`config.mk`:
```
export PLATFORM = sky130hd
export DESIGN_NAME = dc_mem_bridge
export DESIGN_NICKNAME = d
export VERILOG_FILES = /design/src/rtl/dc_mem_bridge.sv
export SDC_FILE = /design/constraint.sdc
export NUM_CORES = 1
export LEC_CHECK = 0
export ABC_CLOCK_PERIOD_IN_PS = 2800
export CAP_MARGIN = 25
export CORE_MARGIN = 5
export CORE_UTILIZATION = 50
export CTS_BUF_LIST = sky130_fd_sc_hd__clkbuf_2 sky130_fd_sc_hd__clkbuf_4 sky130_fd_sc_hd__clkbuf_8
export CTS_CLUSTER_SIZE = 25
export DETAILED_ROUTE_END_ITERATION = 16
export PLACE_DENSITY = 0.77
export SYNTH_ARGS = -nofsm -noshare
export SYNTH_HDL_FRONTEND = slang
export SYNTH_SLANG_ARGS = --single-unit
export TNS_END_PERCENT = 30
```
`constraint.sdc`:
```
create_clock -name clk -period 2.8 [get_ports clk]
set_input_delay 0.56 -clock clk [delete_from_list [all_inputs] [get_ports clk]]
set_output_delay 0.56 -clock clk [all_outputs]
set_load 0.02 [all_outputs]
```
`src/rtl/dc_mem_bridge.sv`:
```
// Data-cache line bridge: splits 128-bit writeback/refill requests into 32-bit
// memory beats and gathers refill beats back into a line.
module dc_mem_bridge #(
  parameter int unsigned TOUT_W = 8
) (
  input  logic         clk,
  input  logic         rst,
  input  logic         dcw_start_rq,
  input  logic [31:0]  dcw_in_addr,
  input  logic [15:0]  dcw_in_mask,
  input  logic [127:0] dcw_in_data,
  output logic         dcw_finish_wresp,
  input  logic         dcr_start_rq,
  input  logic [31:0]  dcr_rin_addr,
  output logic         rqfull_1,
  output logic [127:0] rdat_m_data,
  output logic         rdat_m_valid,
  output logic         finish_mrd,
  output logic         mem_cmd_valid,
  input  logic         mem_cmd_ready,
  output logic         mem_cmd_we,
  output logic [29:0]  mem_cmd_adr,
  output logic [31:0]  mem_cmd_wdata,
  output logic [3:0]   mem_cmd_be,
  input  logic         mem_rvalid,
  input  logic [31:0]  mem_rdata,
  output logic         bridge_err
);

  typedef enum logic [2:0] {
    IDLE,
    WR_ISSUE,
    WR_DONE,
    RD_ISSUE,
    RD_WAIT,
    RD_DONE
  } state_t;

  localparam logic [TOUT_W-1:0] TOUT_LAST = {{(TOUT_W-1){1'b1}}, 1'b0};
  localparam logic [TOUT_W-1:0] TOUT_ONE  = {{(TOUT_W-1){1'b0}}, 1'b1};

  state_t        state_q, state_d;
  logic          rd_pend_q, rd_pend_d;
  logic [27:0]   wa_q, wa_d;
  logic [27:0]   ra_q, ra_d;
  logic [15:0]   wm_q, wm_d;
  logic [127:0]  wd_q, wd_d;
  logic [1:0]    cidx_q, cidx_d;
  logic [1:0]    rcnt_q, rcnt_d;
  logic [TOUT_W-1:0] tout_q, tout_d;
  logic [127:0]  line_q, line_d;
  logic [127:0]  rdat_q, rdat_d;
  logic          cmd_valid_q, cmd_valid_d;
  logic          cmd_we_q, cmd_we_d;
  logic [29:0]   cmd_adr_q, cmd_adr_d;
  logic [31:0]   cmd_wdata_q, cmd_wdata_d;
  logic [3:0]    cmd_be_q, cmd_be_d;
  logic          wfin_q, wfin_d;
  logic          rdone_q, rdone_d;
  logic          rqfull_q, rqfull_d;
  logic          err_q, err_d;

  logic          start_rd;
  logic [27:0]   rd_base;
  logic [2:0]    nxt;

  // Returns {found, index} of the first word at or after 'from' with a non-zero byte mask.
  function automatic logic [2:0] next_word(input logic [15:0] mask, input logic [2:0] from);
    logic [2:0] r;
    r = '0;
    for (int unsigned k = 0; k < 4; k++) begin
      if (!r[2] && k >= 32'(from) && mask[4*k +: 4] != '0) begin
        r = {1'b1, k[1:0]};
      end
    end
    return r;
  endfunction

  always_comb begin
    state_d     = state_q;
    rd_pend_d   = rd_pend_q;
    wa_d        = wa_q;
    ra_d        = ra_q;
    wm_d        = wm_q;
    wd_d        = wd_q;
    cidx_d      = cidx_q;
    rcnt_d      = rcnt_q;
    tout_d      = tout_q;
    line_d      = line_q;
    rdat_d      = rdat_q;
    cmd_valid_d = cmd_valid_q;
    cmd_we_d    = cmd_we_q;
    cmd_adr_d   = cmd_adr_q;
    cmd_wdata_d = cmd_wdata_q;
    cmd_be_d    = cmd_be_q;
    wfin_d      = 1'b0;
    rdone_d     = 1'b0;
    err_d       = err_q;
    start_rd    = 1'b0;
    rd_base     = ra_q;
    nxt         = '0;

    case (state_q)
      IDLE: begin
        if (dcw_start_rq) begin
          wa_d        = dcw_in_addr[31:4];
          wm_d        = dcw_in_mask;
          wd_d        = dcw_in_data;
          nxt         = next_word(dcw_in_mask, 3'd0);
          state_d     = WR_ISSUE;
          cmd_valid_d = nxt[2];
          cmd_we_d    = 1'b1;
          cidx_d      = nxt[1:0];
          cmd_adr_d   = {dcw_in_addr[31:4], nxt[1:0]};
          cmd_be_d    = dcw_in_mask[{nxt[1:0], 2'b00} +: 4];
          cmd_wdata_d = dcw_in_data[{nxt[1:0], 5'b00000} +: 32];
          if (dcr_start_rq) begin
            ra_d      = dcr_rin_addr[31:4];
            rd_pend_d = 1'b1;
          end
        end else if (dcr_start_rq) begin
          ra_d     = dcr_rin_addr[31:4];
          rd_base  = dcr_rin_addr[31:4];
          start_rd = 1'b1;
        end
      end

      WR_ISSUE: begin
        // An all-zero mask enters with no command pending and finishes at once.
        if (!cmd_valid_q) begin
          state_d = WR_DONE;
          wfin_d  = 1'b1;
        end else if (mem_cmd_ready) begin
          nxt = next_word(wm_q, {1'b0, cidx_q} + 3'd1);
          if (nxt[2]) begin
            cidx_d      = nxt[1:0];
            cmd_adr_d   = {wa_q, nxt[1:0]};
            cmd_be_d    = wm_q[{nxt[1:0], 2'b00} +: 4];
            cmd_wdata_d = wd_q[{nxt[1:0], 5'b00000} +: 32];
          end else begin
            cmd_valid_d = 1'b0;
            state_d     = WR_DONE;
            wfin_d      = 1'b1;
          end
        end
      end

      WR_DONE: begin
        if (rd_pend_q) begin
          rd_pend_d = 1'b0;
          start_rd  = 1'b1;
        end else begin
          state_d = IDLE;
        end
      end

      RD_ISSUE, RD_WAIT: begin
        if (state_q == RD_ISSUE && mem_cmd_ready) begin
          if (cidx_q == 2'd3) begin
            cmd_valid_d = 1'b0;
            state_d     = RD_WAIT;
          end else begin
            cidx_d    = cidx_q + 2'd1;
            cmd_adr_d = {ra_q, cidx_q + 2'd1};
          end
        end
        if (mem_rvalid) begin
          line_d[{rcnt_q, 5'b00000} +: 32] = mem_rdata;
          rcnt_d = rcnt_q + 2'd1;
          tout_d = '0;
          if (rcnt_q == 2'd3) begin
            state_d     = RD_DONE;
            rdone_d     = 1'b1;
            rdat_d      = line_d;
            cmd_valid_d = 1'b0;
          end
        end else if (state_q == RD_ISSUE && mem_cmd_ready) begin
          tout_d = '0;
        end else if (tout_q == TOUT_LAST) begin
          err_d       = 1'b1;
          state_d     = RD_DONE;
          rdone_d     = 1'b1;
          cmd_valid_d = 1'b0;
          for (int unsigned k = 0; k < 4; k++) begin
            rdat_d[32*k +: 32] = (k < 32'(rcnt_q)) ? line_q[32*k +: 32] : '0;
          end
        end else begin
          tout_d = tout_q + TOUT_ONE;
        end
      end

      RD_DONE: state_d = IDLE;

      default: state_d = IDLE;
    endcase

    if (start_rd) begin
      state_d     = RD_ISSUE;
      cmd_valid_d = 1'b1;
      cmd_we_d    = 1'b0;
      cmd_be_d    = '0;
      cmd_wdata_d = '0;
      cidx_d      = '0;
      cmd_adr_d   = {rd_base, 2'b00};
      rcnt_d      = '0;
      tout_d      = '0;
      line_d      = '0;
    end

    rqfull_d = (state_d != IDLE) | rd_pend_d;
  end

  always_ff @(posedge clk) begin
    if (rst) begin
      state_q     <= IDLE;
      rd_pend_q   <= 1'b0;
      wa_q        <= '0;
      ra_q        <= '0;
      wm_q        <= '0;
      wd_q        <= '0;
      cidx_q      <= '0;
      rcnt_q      <= '0;
      tout_q      <= '0;
      line_q      <= '0;
      rdat_q      <= '0;
      cmd_valid_q <= 1'b0;
      cmd_we_q    <= 1'b0;
      cmd_adr_q   <= '0;
      cmd_wdata_q <= '0;
      cmd_be_q    <= '0;
      wfin_q      <= 1'b0;
      rdone_q     <= 1'b0;
      rqfull_q    <= 1'b0;
      err_q       <= 1'b0;
    end else begin
      state_q     <= state_d;
      rd_pend_q   <= rd_pend_d;
      wa_q        <= wa_d;
      ra_q        <= ra_d;
      wm_q        <= wm_d;
      wd_q        <= wd_d;
      cidx_q      <= cidx_d;
      rcnt_q      <= rcnt_d;
      tout_q      <= tout_d;
      line_q      <= line_d;
      rdat_q      <= rdat_d;
      cmd_valid_q <= cmd_valid_d;
      cmd_we_q    <= cmd_we_d;
      cmd_adr_q   <= cmd_adr_d;
      cmd_wdata_q <= cmd_wdata_d;
      cmd_be_q    <= cmd_be_d;
      wfin_q      <= wfin_d;
      rdone_q     <= rdone_d;
      rqfull_q    <= rqfull_d;
      err_q       <= err_d;
    end
  end

  assign dcw_finish_wresp = wfin_q;
  assign rqfull_1         = rqfull_q;
  assign rdat_m_data      = rdat_q;
  assign rdat_m_valid     = rdone_q;
  assign finish_mrd       = rdone_q;
  assign mem_cmd_valid    = cmd_valid_q;
  assign mem_cmd_we       = cmd_we_q;
  assign mem_cmd_adr      = cmd_adr_q;
  assign mem_cmd_wdata    = cmd_wdata_q;
  assign mem_cmd_be       = cmd_be_q;
  assign bridge_err       = err_q;

endmodule

```
==> results.yml <==
run_status:
  status: "completed"
place:
  dp_hpwl_um: 53000
  port_buffers: 438
  place.gp.congestion: 0.908
critical_path:
  required_ps: 3370
  ff2ff_path_depth: 7
  critPathBufInv: 2
  critPathTopFamily: "simple AND/OR/NAND/NOR gates"
  crit_chain: "inv_1, ha_1, nand4_1, nor2_2, buf_4, a221oi_1, nor3_1"
  cp.depth: 7
  cpMaxStageDelayCell: "nor2_2"
  path_max_fanout: 21
  critical_path_class: "reg2reg"
  worstSetupStartpointType: "register"
  cp-end-kind: "register"
  worstPathArrival_ps: 3180
  cp_slowest_stage_delay_ps: 800
floorplanning:
  design.die.area_um2: 51100
  num_rows: 79
  dieHeight_um: 226
  die_x_um: 226
  io_pins: 447
  core-area_um2: 46400
  start_util_pct: 50.4
clock_network:
  clk_path_buf_depth: 3
  cts_hold_buf: 0
  path_clk_slew_ps: 60
  insertion_delay_ps: 690
  root_buffer: "clkbuf_8"
  cts_made_buffers: 87
  clkSinkCount: 542
  htreeDepth: 3
  cts_tree: "yes"
detailed_routing:
  vias_per_cell: 6.14
  routed_wl_um: 78900
  ant_nets: 0
  drtIter0Drc: 2860
  wl_per_cell_um: 20.0
  drcViolationCount: 0
  dr.pass1.iters: 8
  num_vias: 24200
grt:
  grt_first_pass_wirelength_um: 123000
  grt_usage_pct: 29.2
  grt_max_degree: 76
  antenna_found_initial: 9
  grt_overflow: 0
  grt_pass1_vias: 23400
sta:
  clock.fmax_mhz: 383
  setup_viol: 0
  fin_crit_sh_pct: 93.3
  setup_tns_ps: 0
  rsz0062_at_grt: "false"
  min_period_ps: 2610
  skew_ps: 44.5
  final_hold_viol_count: 0
  maxSlewHeadroom_pct: 33.1
  tightestPinTransition_ps: 1000
  slew_viol_final: 0
final_layout:
  drive_above_1_share_pct: 8.99
  syn_to_final_growth_pct: 29.9
  fin_util_pct: 65.5
  nNetsFinal: 3524
pwr:
  p_leak_nw: 10.7
  power_density_nw_per_um2: 637
  ir_drop_uv: 401
logic_synthesis:
  synth-edff-count: 0
  synth_top_area_share_pct: 46.5
  synth-async-reset-ratio_pct: 0
  synth_area_leaders: "dfxtp_1 (46%), nand2_1 (10%), a21oi_1 (6.5%)"
  ys_seq_area_share_pct: 46.5
  synth_top_flop_cell: "dfxtp_1"
  netlist_instances: 2914
  ys_ff_latch: 542
  yosysUniqueCellTypes: 68
  synth_area_leader_cell: "dfxtp_1"
  yosysWarnings: 0
  synth_nets: 3173
  avgSynthCellArea_um2: 8.02
  syn_area_um2: 23400
worst_hold_path:
  min_delay_path_depth: 2
  min_path_type: "in2reg"
flow_run:
  cap_viol_max_count: 0
## kinds of logic (layout without fill, tap and decap cells)
logic type                 after synthesis  in the layout  share of synthesized area (%)
adders and majority gates               13             13                          0.696
xor gates and xnor gates                 8              8                          0.300
buffers and inverters                  361            773                           6.62
muxes                                    3              3                          0.129
and+or+nand+nor                       1055           1055                           18.7
DFF                                    542            542                           46.5
AOI/OAI and AO/OA                      932            932                           27.1
other                                    0              5                              0
## metrics by stage
stage / area (um2) / total power [W] / cells / hold slack, ps / worst slack [ps]
4_1_cts: 30300 / 0.0194 / 3932 / 205 / 117
5_1_grt: 30300 / 0.0201 / 3937 / 254 / 30.2
3_3_place_gp: 28500 / 0.0122 / 3781 / 440 / -339
2_1_floorplan: 23400 / 0.0106 / 2914 / 433 / 545
3_5_place_dp: 28500 / 0.0123 / 3782 / 445 / -54.3
6_report: 30300 / 0.0193 / 3938 / 241 / 187
## cell usage in the layout (no fill, tap or decap), types with 37 or more instances in the layout
| cell | netlist | routed |
|---|---|---|
| nand2_1 | 639 | 638 |
| o21ai_0 | 72 | 72 |
| clkbuf_8 | 0 | 104 |
| buf_4 | 31 | 83 |
| nor2_1 | 221 | 217 |
| dfxtp_1 | 542 | 542 |
| o31ai_1 | 37 | 37 |
| nor3_1 | 101 | 101 |
| a22oi_1 | 96 | 96 |
| a31oi_1 | 77 | 76 |
| clkdlybuf4s50_1 | 0 | 436 |
| o221ai_1 | 100 | 100 |
| nand3_1 | 42 | 42 |
| a221oi_1 | 97 | 97 |
| a21oi_1 | 305 | 302 |
| inv_1 | 78 | 78 |
## timing repair
| item | 4_1_cts | 5_1_grt |
|---|---|---|
| endpoints found under the setup margin | 0 | 2 |
| setup buffers | 0 | 1 |
| resized for setup | 0 | 0 |
## sequential cells by signal, indices dropped and copies added, names as in the netlist, 2 cells and up
name / cells
state_q: 3
mem_cmd_be: 4
rdat_m_data: 128
mem_cmd_wdata: 32
wd_q: 128
wm_q: 16
tout_q: 8
rcnt_q: 2
mem_cmd_adr: 28
cidx_q: 2
line_q: 128
wa_q: 28
ra_q: 28
## cell usage after synthesis (29+ instances only)
master,instances
nand2_1,639
dfxtp_1,542
a21oi_1,305
nor2_1,221
clkbuf_1,196
nor3_1,101
o221ai_1,100
a221oi_1,97
a22oi_1,96
inv_1,78
a31oi_1,77
o21ai_0,72
buf_2,48
nand3_1,42
o31ai_1,37
a21o_1,35
buf_4,31
o211ai_1,29
## final timing paths
kind	endpoint	startpoint	slack [ps]
max reg2reg	rdat_m_data[90]$_SDFFE_PP0P_	rcnt_q[1]$_SDFFE_PP0P_	190
min reg2reg	wa_q[2]$_SDFFE_PP0P_	wa_q[2]$_SDFFE_PP0P_	450
max	rdat_m_data[90]$_SDFFE_PP0P_	rcnt_q[1]$_SDFFE_PP0P_	190
min	state_q[2]$_SDFF_PP0_	rst	240
## where the power goes
part | internal [W] | switching (W) | leakage [nW]
clock | 0.00398 | 0.00314 | 0.960
sequential | 0.00817 | 0.000294 | 4.41
combinational | 0.00150 | 0.00225 | 5.36
## area by class of cell
class / instances / area [um2]
Antenna cell: 5 / 12.5
Clock buffer: 136 / 1670
Clock inverter: 14 / 146
Fill cell: 3834 / 16000
Inverter: 78 / 293
Multi-Input combinational cell: 2011 / 11100
Sequential cell: 542 / 10900
Tap cell: 607 / 759
Timing Repair Buffer: 545 / 5500
## routing by layer
layer  routed length, um  track usage (%)  vias up
met5                  48                0        -
met4                3190             14.0        8
met3                7990             6.94      230
met2               37100             47.4     1318
met1               30500             36.8    11500
li1                    -                -    11100
No activity file was read; power rests on OpenSTA's default activity.
